### src/rtl/jk_pkg.sv
// Shared definitions for the JK command sequencer: op encodings, FSM states,
// and the single-edge behavioural model of the JK latch.
package jk_pkg;

    localparam logic [1:0] OP_HOLD = 2'b00;
    localparam logic [1:0] OP_RST  = 2'b01;
    localparam logic [1:0] OP_SET  = 2'b10;
    localparam logic [1:0] OP_TOG  = 2'b11;

    typedef enum logic [1:0] {
        ST_IDLE  = 2'b00,
        ST_DRIVE = 2'b01,
        ST_CHECK = 2'b10
    } state_t;

    // Value the latch takes after one clock edge with {J,K} = op applied.
    function automatic logic next_exp(input logic [1:0] op, input logic cur);
        logic nxt;
        case (op)
            OP_HOLD: nxt = cur;
            OP_RST:  nxt = 1'b0;
            OP_SET:  nxt = 1'b1;
            OP_TOG:  nxt = ~cur;
            default: nxt = cur;
        endcase
        return nxt;
    endfunction

endpackage

### src/rtl/jk_cmd_fifo.sv
// Synchronous circular-buffer FIFO holding queued {op, len} commands.
// Read data is the current head entry; full/empty come from the registered
// occupancy count, so a slot freed by a pop is visible one cycle later.
module jk_cmd_fifo #(
    parameter int DEPTH = 4,
    parameter int W     = 6
) (
    input  logic         clk,
    input  logic         rst,
    input  logic         push,
    input  logic         pop,
    input  logic [W-1:0] wdata,
    output logic [W-1:0] rdata,
    output logic         full,
    output logic         empty
);

    localparam int AW = $clog2(DEPTH);
    localparam logic [AW:0] FULL_CNT = (AW+1)'(DEPTH);

    logic [W-1:0]  mem_q [DEPTH];
    logic [AW-1:0] wr_ptr_q, wr_ptr_d;
    logic [AW-1:0] rd_ptr_q, rd_ptr_d;
    logic [AW:0]   count_q, count_d;
    logic          push_ok_s, pop_ok_s;

    assign full      = (count_q == FULL_CNT);
    assign empty     = (count_q == {(AW+1){1'b0}});
    assign push_ok_s = push & ~full;
    assign pop_ok_s  = pop & ~empty;
    assign rdata     = mem_q[rd_ptr_q];

    // Next pointer/occupancy values; a simultaneous push and pop leaves the count unchanged.
    always_comb begin
        wr_ptr_d = wr_ptr_q;
        rd_ptr_d = rd_ptr_q;
        count_d  = count_q;
        if (push_ok_s) begin
            wr_ptr_d = wr_ptr_q + 1'b1;
        end else begin
            wr_ptr_d = wr_ptr_q;
        end
        if (pop_ok_s) begin
            rd_ptr_d = rd_ptr_q + 1'b1;
        end else begin
            rd_ptr_d = rd_ptr_q;
        end
        if (push_ok_s && !pop_ok_s) begin
            count_d = count_q + 1'b1;
        end else if (pop_ok_s && !push_ok_s) begin
            count_d = count_q - 1'b1;
        end else begin
            count_d = count_q;
        end
    end

    // Pointer and occupancy registers, cleared by synchronous reset.
    always_ff @(posedge clk) begin
        if (rst) begin
            wr_ptr_q <= {AW{1'b0}};
            rd_ptr_q <= {AW{1'b0}};
            count_q  <= {(AW+1){1'b0}};
        end else begin
            wr_ptr_q <= wr_ptr_d;
            rd_ptr_q <= rd_ptr_d;
            count_q  <= count_d;
        end
    end

    // Storage array; contents are don't-care while the entry is not occupied.
    always_ff @(posedge clk) begin
        if (push_ok_s) begin
            mem_q[wr_ptr_q] <= wdata;
        end
    end

endmodule

### src/rtl/jk_cmd_seq.sv
// JK command sequencer: pops queued commands, drives registered J/K for
// len+1 cycles, then spends one CHECK cycle with J=K=0 comparing the latch
// feedback against the modelled latch output.
module jk_cmd_seq
    import jk_pkg::*;
#(
    parameter int DEPTH = 4,
    parameter int CNT_W = 4
) (
    input  logic             clk,
    input  logic             rst,
    input  logic             cmd_valid,
    output logic             cmd_ready,
    input  logic [1:0]       cmd_op,
    input  logic [CNT_W-1:0] cmd_len,
    output logic             J,
    output logic             K,
    input  logic             q,
    output logic             busy,
    output logic             exp_q,
    output logic             done,
    output logic             mismatch
);

    state_t             state_q, state_d;
    logic [1:0]         op_q, op_d;
    logic [CNT_W-1:0]   cnt_q, cnt_d;
    logic               j_q, j_d;
    logic               k_q, k_d;
    logic               model_q, model_d;
    logic               done_q, done_d;
    logic               mm_q, mm_d;

    logic               push_s, pop_s;
    logic               full_s, empty_s;
    logic [CNT_W+1:0]   head_s;
    logic [1:0]         head_op_s;
    logic [CNT_W-1:0]   head_len_s;

    assign push_s     = cmd_valid & ~full_s;
    assign head_op_s  = head_s[CNT_W+1:CNT_W];
    assign head_len_s = head_s[CNT_W-1:0];

    jk_cmd_fifo #(
        .DEPTH (DEPTH),
        .W     (CNT_W + 2)
    ) u_fifo (
        .clk   (clk),
        .rst   (rst),
        .push  (push_s),
        .pop   (pop_s),
        .wdata ({cmd_op, cmd_len}),
        .rdata (head_s),
        .full  (full_s),
        .empty (empty_s)
    );

    // Next-state, counter, J/K drive and latch-model update.
    always_comb begin
        state_d = state_q;
        op_d    = op_q;
        cnt_d   = cnt_q;
        j_d     = 1'b0;
        k_d     = 1'b0;
        model_d = model_q;
        done_d  = 1'b0;
        mm_d    = mm_q;
        pop_s   = 1'b0;
        case (state_q)
            ST_IDLE: begin
                if (!empty_s) begin
                    pop_s   = 1'b1;
                    op_d    = head_op_s;
                    cnt_d   = head_len_s;
                    j_d     = head_op_s[1];
                    k_d     = head_op_s[0];
                    state_d = ST_DRIVE;
                end else begin
                    state_d = ST_IDLE;
                end
            end
            ST_DRIVE: begin
                // The latch sees {J,K}=op on this edge, so the model steps too.
                model_d = next_exp(op_q, model_q);
                if (cnt_q == {CNT_W{1'b0}}) begin
                    state_d = ST_CHECK;
                end else begin
                    cnt_d   = cnt_q - 1'b1;
                    j_d     = op_q[1];
                    k_d     = op_q[0];
                    state_d = ST_DRIVE;
                end
            end
            ST_CHECK: begin
                done_d = 1'b1;
                if (q != model_q) begin
                    mm_d = 1'b1;
                end else begin
                    mm_d = mm_q;
                end
                if (!empty_s) begin
                    pop_s   = 1'b1;
                    op_d    = head_op_s;
                    cnt_d   = head_len_s;
                    j_d     = head_op_s[1];
                    k_d     = head_op_s[0];
                    state_d = ST_DRIVE;
                end else begin
                    state_d = ST_IDLE;
                end
            end
            default: begin
                state_d = ST_IDLE;
            end
        endcase
    end

    // Sequencer state and registered outputs; reset aborts any command in flight.
    always_ff @(posedge clk) begin
        if (rst) begin
            state_q <= ST_IDLE;
            op_q    <= OP_HOLD;
            cnt_q   <= {CNT_W{1'b0}};
            j_q     <= 1'b0;
            k_q     <= 1'b0;
            model_q <= 1'b0;
            done_q  <= 1'b0;
            mm_q    <= 1'b0;
        end else begin
            state_q <= state_d;
            op_q    <= op_d;
            cnt_q   <= cnt_d;
            j_q     <= j_d;
            k_q     <= k_d;
            model_q <= model_d;
            done_q  <= done_d;
            mm_q    <= mm_d;
        end
    end

    assign cmd_ready = ~full_s;
    assign J         = j_q;
    assign K         = k_q;
    assign exp_q     = model_q;
    assign done      = done_q;
    assign mismatch  = mm_q;
    assign busy      = (state_q != ST_IDLE) | ~empty_s;

endmodule

### config.mk
export PLATFORM = sky130hd
export DESIGN_NAME = jk_cmd_seq
export DESIGN_NICKNAME = d
export VERILOG_FILES = /design/src/rtl/jk_pkg.sv /design/src/rtl/jk_cmd_fifo.sv /design/src/rtl/jk_cmd_seq.sv
export SDC_FILE = /design/constraint.sdc
export NUM_CORES = 1
export LEC_CHECK = 0
export ABC_AREA = 1
export CELL_PAD_IN_SITES_DETAIL_PLACEMENT = 1
export CELL_PAD_IN_SITES_GLOBAL_PLACEMENT = 1
export CORE_ASPECT_RATIO = 2
export CORE_MARGIN = 2
export CORE_UTILIZATION = 45
export CTS_CLUSTER_SIZE = 25
export DETAILED_ROUTE_END_ITERATION = 8
export DONT_BUFFER_PORTS = 1
export HOLD_SLACK_MARGIN = 0.03
export PLACE_DENSITY_LB_ADDON = 0.1
export SLEW_MARGIN = 25
export SYNTH_ARGS = -nofsm -noshare
export SYNTH_HDL_FRONTEND = slang
export SYNTH_SLANG_ARGS = --single-unit
### constraint.sdc
create_clock -name clk -period 4.2 [get_ports clk]
set_input_delay 0.42 -clock clk [delete_from_list [all_inputs] [get_ports clk]]
set_output_delay 0.42 -clock clk [all_outputs]
set_load 0.03 [all_outputs]
; ---- Yosys cells after proc, flatten, opt, wreduce, memory -nomap -nowiden
; Memory sizes are Yosys's and may differ from the RTL's. A register that Yosys moved wholly into a read port is not among the register bits.
; Cells that the tools add are included.
[op_classes]
eq_ne = 9
addsub = 5
reduce_logical = 16
mux = 22
bitwise = 8
[ops]
columns = operator, count
row1 = $mux W1, 10
row2 = $mux W4, 2
row3 = $pmux W4 S2, 1
row4 = $eq A2 B2 Y1 const B, 3
row5 = $mux W2, 3
row6 = $mux W3, 2
row7 = $reduce_and A2 Y1, 3
row8 = $reduce_bool A2 Y1, 3
row9 = $add A2 B1 Y2 const B, 2
row10 = $eq A2 B1 Y1 const B, 2
row11 = $logic_not A2 Y1, 2
row12 = $logic_not A4 Y1, 1
row13 = $ne A2 B2 Y1 const B, 2
row14 = $not A1 Y1, 4
row15 = $pmux W1 S2, 2
row16 = $pmux W2 S2, 1
row17 = $sub A4 B1 Y4 const B, 1
row18 = $add A3 B1 Y3 const B, 1
row19 = $and A1 B1 Y1, 3
row20 = $eq A3 B3 Y1 const B, 1
row21 = $logic_not A3 Y1, 1
row22 = $pmux W1 S3, 1
row23 = $reduce_and A3 Y1, 1
row24 = $sub A3 B1 Y3 const B, 1
row25 = other kinds (5), 7
[totals]
word_cells = 72
reg_bits = 20
output_inout_bits = 7
memories = 1
mem_bits_rw = 24
in_bits = 10
[mem_list]
columns = memory, words, width, rd, rd_ports_with_merged_regs, write_ports, line
row1 = u_fifo.mem_q, 4, 6, 1, 1, 1, jk_cmd_fifo.sv:21  ; logic [W-1:0] mem_q [DEPTH];

; ---- Longest topological paths before layout
[depth]
depth_word = 8
depth_mapped = 11
depth_no_buf = 11

; ---- Modules after synthesis
; Synthesis repeated with hierarchy kept, for this count alone.
[hier_totals]
hier_cells = 208
hier_area_um2 = 2005.7
[by_module_without_submodules]
columns = module, cells_each, area_per_inst_um2, seq_area_each_um2, instances
row1 = jk_cmd_fifo, 128, 1412.6, 900.9, 1
row2 = jk_cmd_seq, 80, 593.1, 260.2, 1

; ---- Worst setup path before layout
; Ideal clock, no wire load.
[synth_path]
kind = register to register
from = register u_fifo.count_q[0]
to = register u_fifo.count_q[2]
required_ns = 4.078
setup_ns = 0.122
path_stages_with_launch = 12
arrival_ns = 1.962
period_less_slack_ns = 2.084
path_buffers = 0
slack_ns = 2.116
path_cell_list = dfxtp_1 -> inv_1 -> nand3_1 -> nand2_1 -> inv_1 -> ha_1 -> inv_1 -> fa_1 -> a21oi_1 -> o21ai_0 -> o21ai_0 -> a21oi_1
[synth_via]
elab_chain_cells = 7
elab_cells_between_ends = 18
classes_between = add/sub (2) / eq/ne (1) / mux (4) / bitwise (5) / reduce/logical (6)
[synth_lines]
columns = element, line
row1 = start: declaration, jk_cmd_fifo.sv:24  ; logic [AW:0] count_q, count_d;
row2 = start signal: assignment, jk_cmd_fifo.sv:62  ; count_q <= {(AW+1){1'b0}};
row3 = start signal: assignment, jk_cmd_fifo.sv:66  ; count_q <= count_d;
row4 = $eq A3 B3 Y1 *, jk_cmd_fifo.sv:27  ; assign full = (count_q == FULL_CNT);
row5 = $not A1 Y1 *, --
row6 = via cmd_ready, jk_cmd_seq.sv:13  ; output logic cmd_ready,
row7 = $and A1 B1 Y1, jk_cmd_seq.sv:40  ; assign push_s = cmd_valid & ~full_s;
row8 = $and A1 B1 Y1 *, jk_cmd_fifo.sv:29  ; assign push_ok_s = push & ~full;
row9 = via u_fifo.push_ok_s, jk_cmd_fifo.sv:25  ; logic push_ok_s, pop_ok_s;
row10 = $logic_not A1 Y1, jk_cmd_fifo.sv:50  ; end else if (pop_ok_s && !push_ok_s) begin
row11 = $logic_and A1 B1 Y1, jk_cmd_fifo.sv:50
row12 = $reduce_bool A2 Y1 (no source line), --
; The timed path passes the listed nets; every way through them passes the cells marked *. The select of a mux whose other input is x is not followed.
; A chain may end at the register's enable or synchronous reset.

; ---- Worst setup path in the final report
; Same ends and word-level chain as after synthesis.

==> metrics <==
Avg Vias per Cell a little over 5; Final Hold Fails 0; met2 wire length around 2200 um; Power Density roughly 730 mW/mm2; WL met3 95 um; clk_lat worst skew about 300 ps; Yosys warning total 0; Yosys reg bits 46; Die Area just under 0.005 mm2; RSZ-0062 raised after global routing false; vias in the first global route roughly 1400; Hold WC Path Type input port to flip-flop; final total power 1.539 mW; Row Count 33; gate count after technology mapping 200; GRT Total Usage around 18%; Finish-stage setup viols 0; H-Tree Depth 2; Final period util 58.15%; Starting DRT DRC Count 9; CTS tree done; setup_tns 0 ps; Worst Path Arrival 2630 ps; maximum clock path buffer count 2; Worst-path clk slew 90 ps; Metal-1 WL 1390 um; die span in x approximately 51 um; Layout area overhead 7.633%; fraction of layout cells with a size suffix above 1 around 7.9%; Layout Skew approximately 10 ps; worst ir drop on vdd 0.3365 mV; number of vias in the routed layout 1307; non-filler cells, final around 260; status complete, no violations; DIE HEIGHT 97.11 um; Max Cap Violations 0; Leak slightly above 0.8 nW; routability cong. approximately 0.78; Ant. Diodes 0; fin crit period 2442 ps; Post-CTS Hold Buffers 0; relative slew slack between 50% and 60%; syn_nets ~220; Num CTS Buffers 5; CP Launch Type flip-flop; CTS root buf clkbuf_8; gr ovfl total 0; Setup Fix Bufs, Post-CTS 0; CP endpoint kind flip-flop; post-DR wirelength/cell about 15 um; Worst-Margin Slew between 600 and 700 ps; Critical Setup Path Class flip-flop to flip-flop; Req. time, crit path between 4000 and 5000 ps; DRC violations left 0; first-pass GRT wire length around 6500 um; commonest non-fill, non-tap cell in the layout nand2_1; top layer in use met4; placed instance count around 250; placeable core area a little over 0.004 mm2; post_cts resized 0; Hold Slack between 150 and 200 ps; average size of a mapped cell between 9 and 10 um2; most frequent cells in the layout nand2_1, inv_1, edfxtp_1, dfxtp_1; WL final roughly 3800 um; fin util 50.85%; clock sink count 46; Mapped Area slightly below 0.002 mm2; DPL Wire Length a little under 3000 um; Pre-antenna DRT Iters 3; CP Max Fanout 9; Ports 17; synth unique cells 24; pins over their slew limit 0; # port buffers 0; sequential fraction of the synthesis area roughly 60%; fmax about 0.41 GHz; initial antenna violation count 0; # nets final ~220; Final ANT Viol Nets 0; Starting Density between 40 and 50%; pin count of the biggest net entering global routing 16
-- kinds of logic after synthesis --
| kind of cell | share of synthesized area (%) |
|---|---|
| fa+ha+maj | 4.875 |
| flops | 59.53 |
| buf+inv | 7.440 |
| compound gates | 11.10 |
| simple gates | 17.06 |
-- critical path, stage by stage (launching register included) --
cell and delay (ps):
dfxtp_1 380, inv_1 100, nand3_1 320, nand2_1 270
inv_1 110, ha_1 140, inv_1 70, fa_1 400
a21oi_1 170, o21ai_0 130, o21ai_0 180, a21oi_1 60
-- flip-flops by register name (all words and copies together), names as in the netlist, named ones only --
register,flops
u_fifo.rd_ptr_q,2
state_q,2
op_q,2
u_fifo.count_q,3
mismatch,1
u_fifo.mem_q,24
u_fifo.wr_ptr_q,2
K,1
done,1
exp_q,1
cnt_q,4
J,1
-- path summary, 6_finish.rpt --
| path | from | endpoint | slack [ps] | depth (start not counted) |
|---|---|---|---|---|
| max | u_fifo.count_q[0]$_SDFFE_PP0P_ | u_fifo.count_q[2]$_SDFFE_PP0P_ | 1760 | 11 |
| min reg2reg | cnt_q[2]$_SDFFE_PP0P_ | cnt_q[2]$_SDFFE_PP0P_ | 480 | 2 |
| min | rst | cnt_q[2]$_SDFFE_PP0P_ | 170 | 1 |
| max reg2reg | u_fifo.count_q[0]$_SDFFE_PP0P_ | u_fifo.count_q[2]$_SDFFE_PP0P_ | 1760 | 11 |
-- cells in the mapped netlist --
cell type   n  area share [%]
nand2_1    29             5.6
buf_2       2            0.51
nand4_1     1            0.32
and3_1      1            0.32
nor2_8      1             1.0
a21oi_2     1            0.45
inv_2       1            0.19
nor3_1      2            0.51
o21ai_1     2            0.51
dfxtp_1    22              23
inv_4       1            0.32
inv_1      28             5.4
nand3_1    17             4.4
nand2_2     1            0.32
nand2_4     3             1.7
nor2_1     15             2.9
clkbuf_2    1            0.26
ha_1        6             3.8
edfxtp_1   24              37
o21ai_0    19             4.9
buf_4       2            0.77
a211oi_1    1            0.39
fa_1        1             1.0
a21oi_1    19             4.9
-- through the flow --
step	setup slack, ps	area [um2]
floorplan	2116	1951
global placement	2021	1986
detailed placement	1772	1986
CTS	1756	2100
global route	1494	2100
finish	1758	2100
-- per-layer routing --
layer	vias to the layer above	global-route usage (%)
met2	17	32.49
met5	-	0
li1	663	-
met3	6	3.692
met1	621	18.67
met4	0	7.484
-- power breakdown --
part	switching [mW]	internal [mW]
Clock	0.149	0.177
Combinational	0.364	0.175
Sequential	0.102	0.573
Total	0.615	0.924
-- cell type report --
class	count	area [um2]
fill	478	2029
tap	52	65.06
multi-input combinational	119	644.4
inverter	30	115.1
clock buffer	5	68.82
sequential	46	1161
clock inverter	3	45.04
Power figures use the tool's default switching activity.
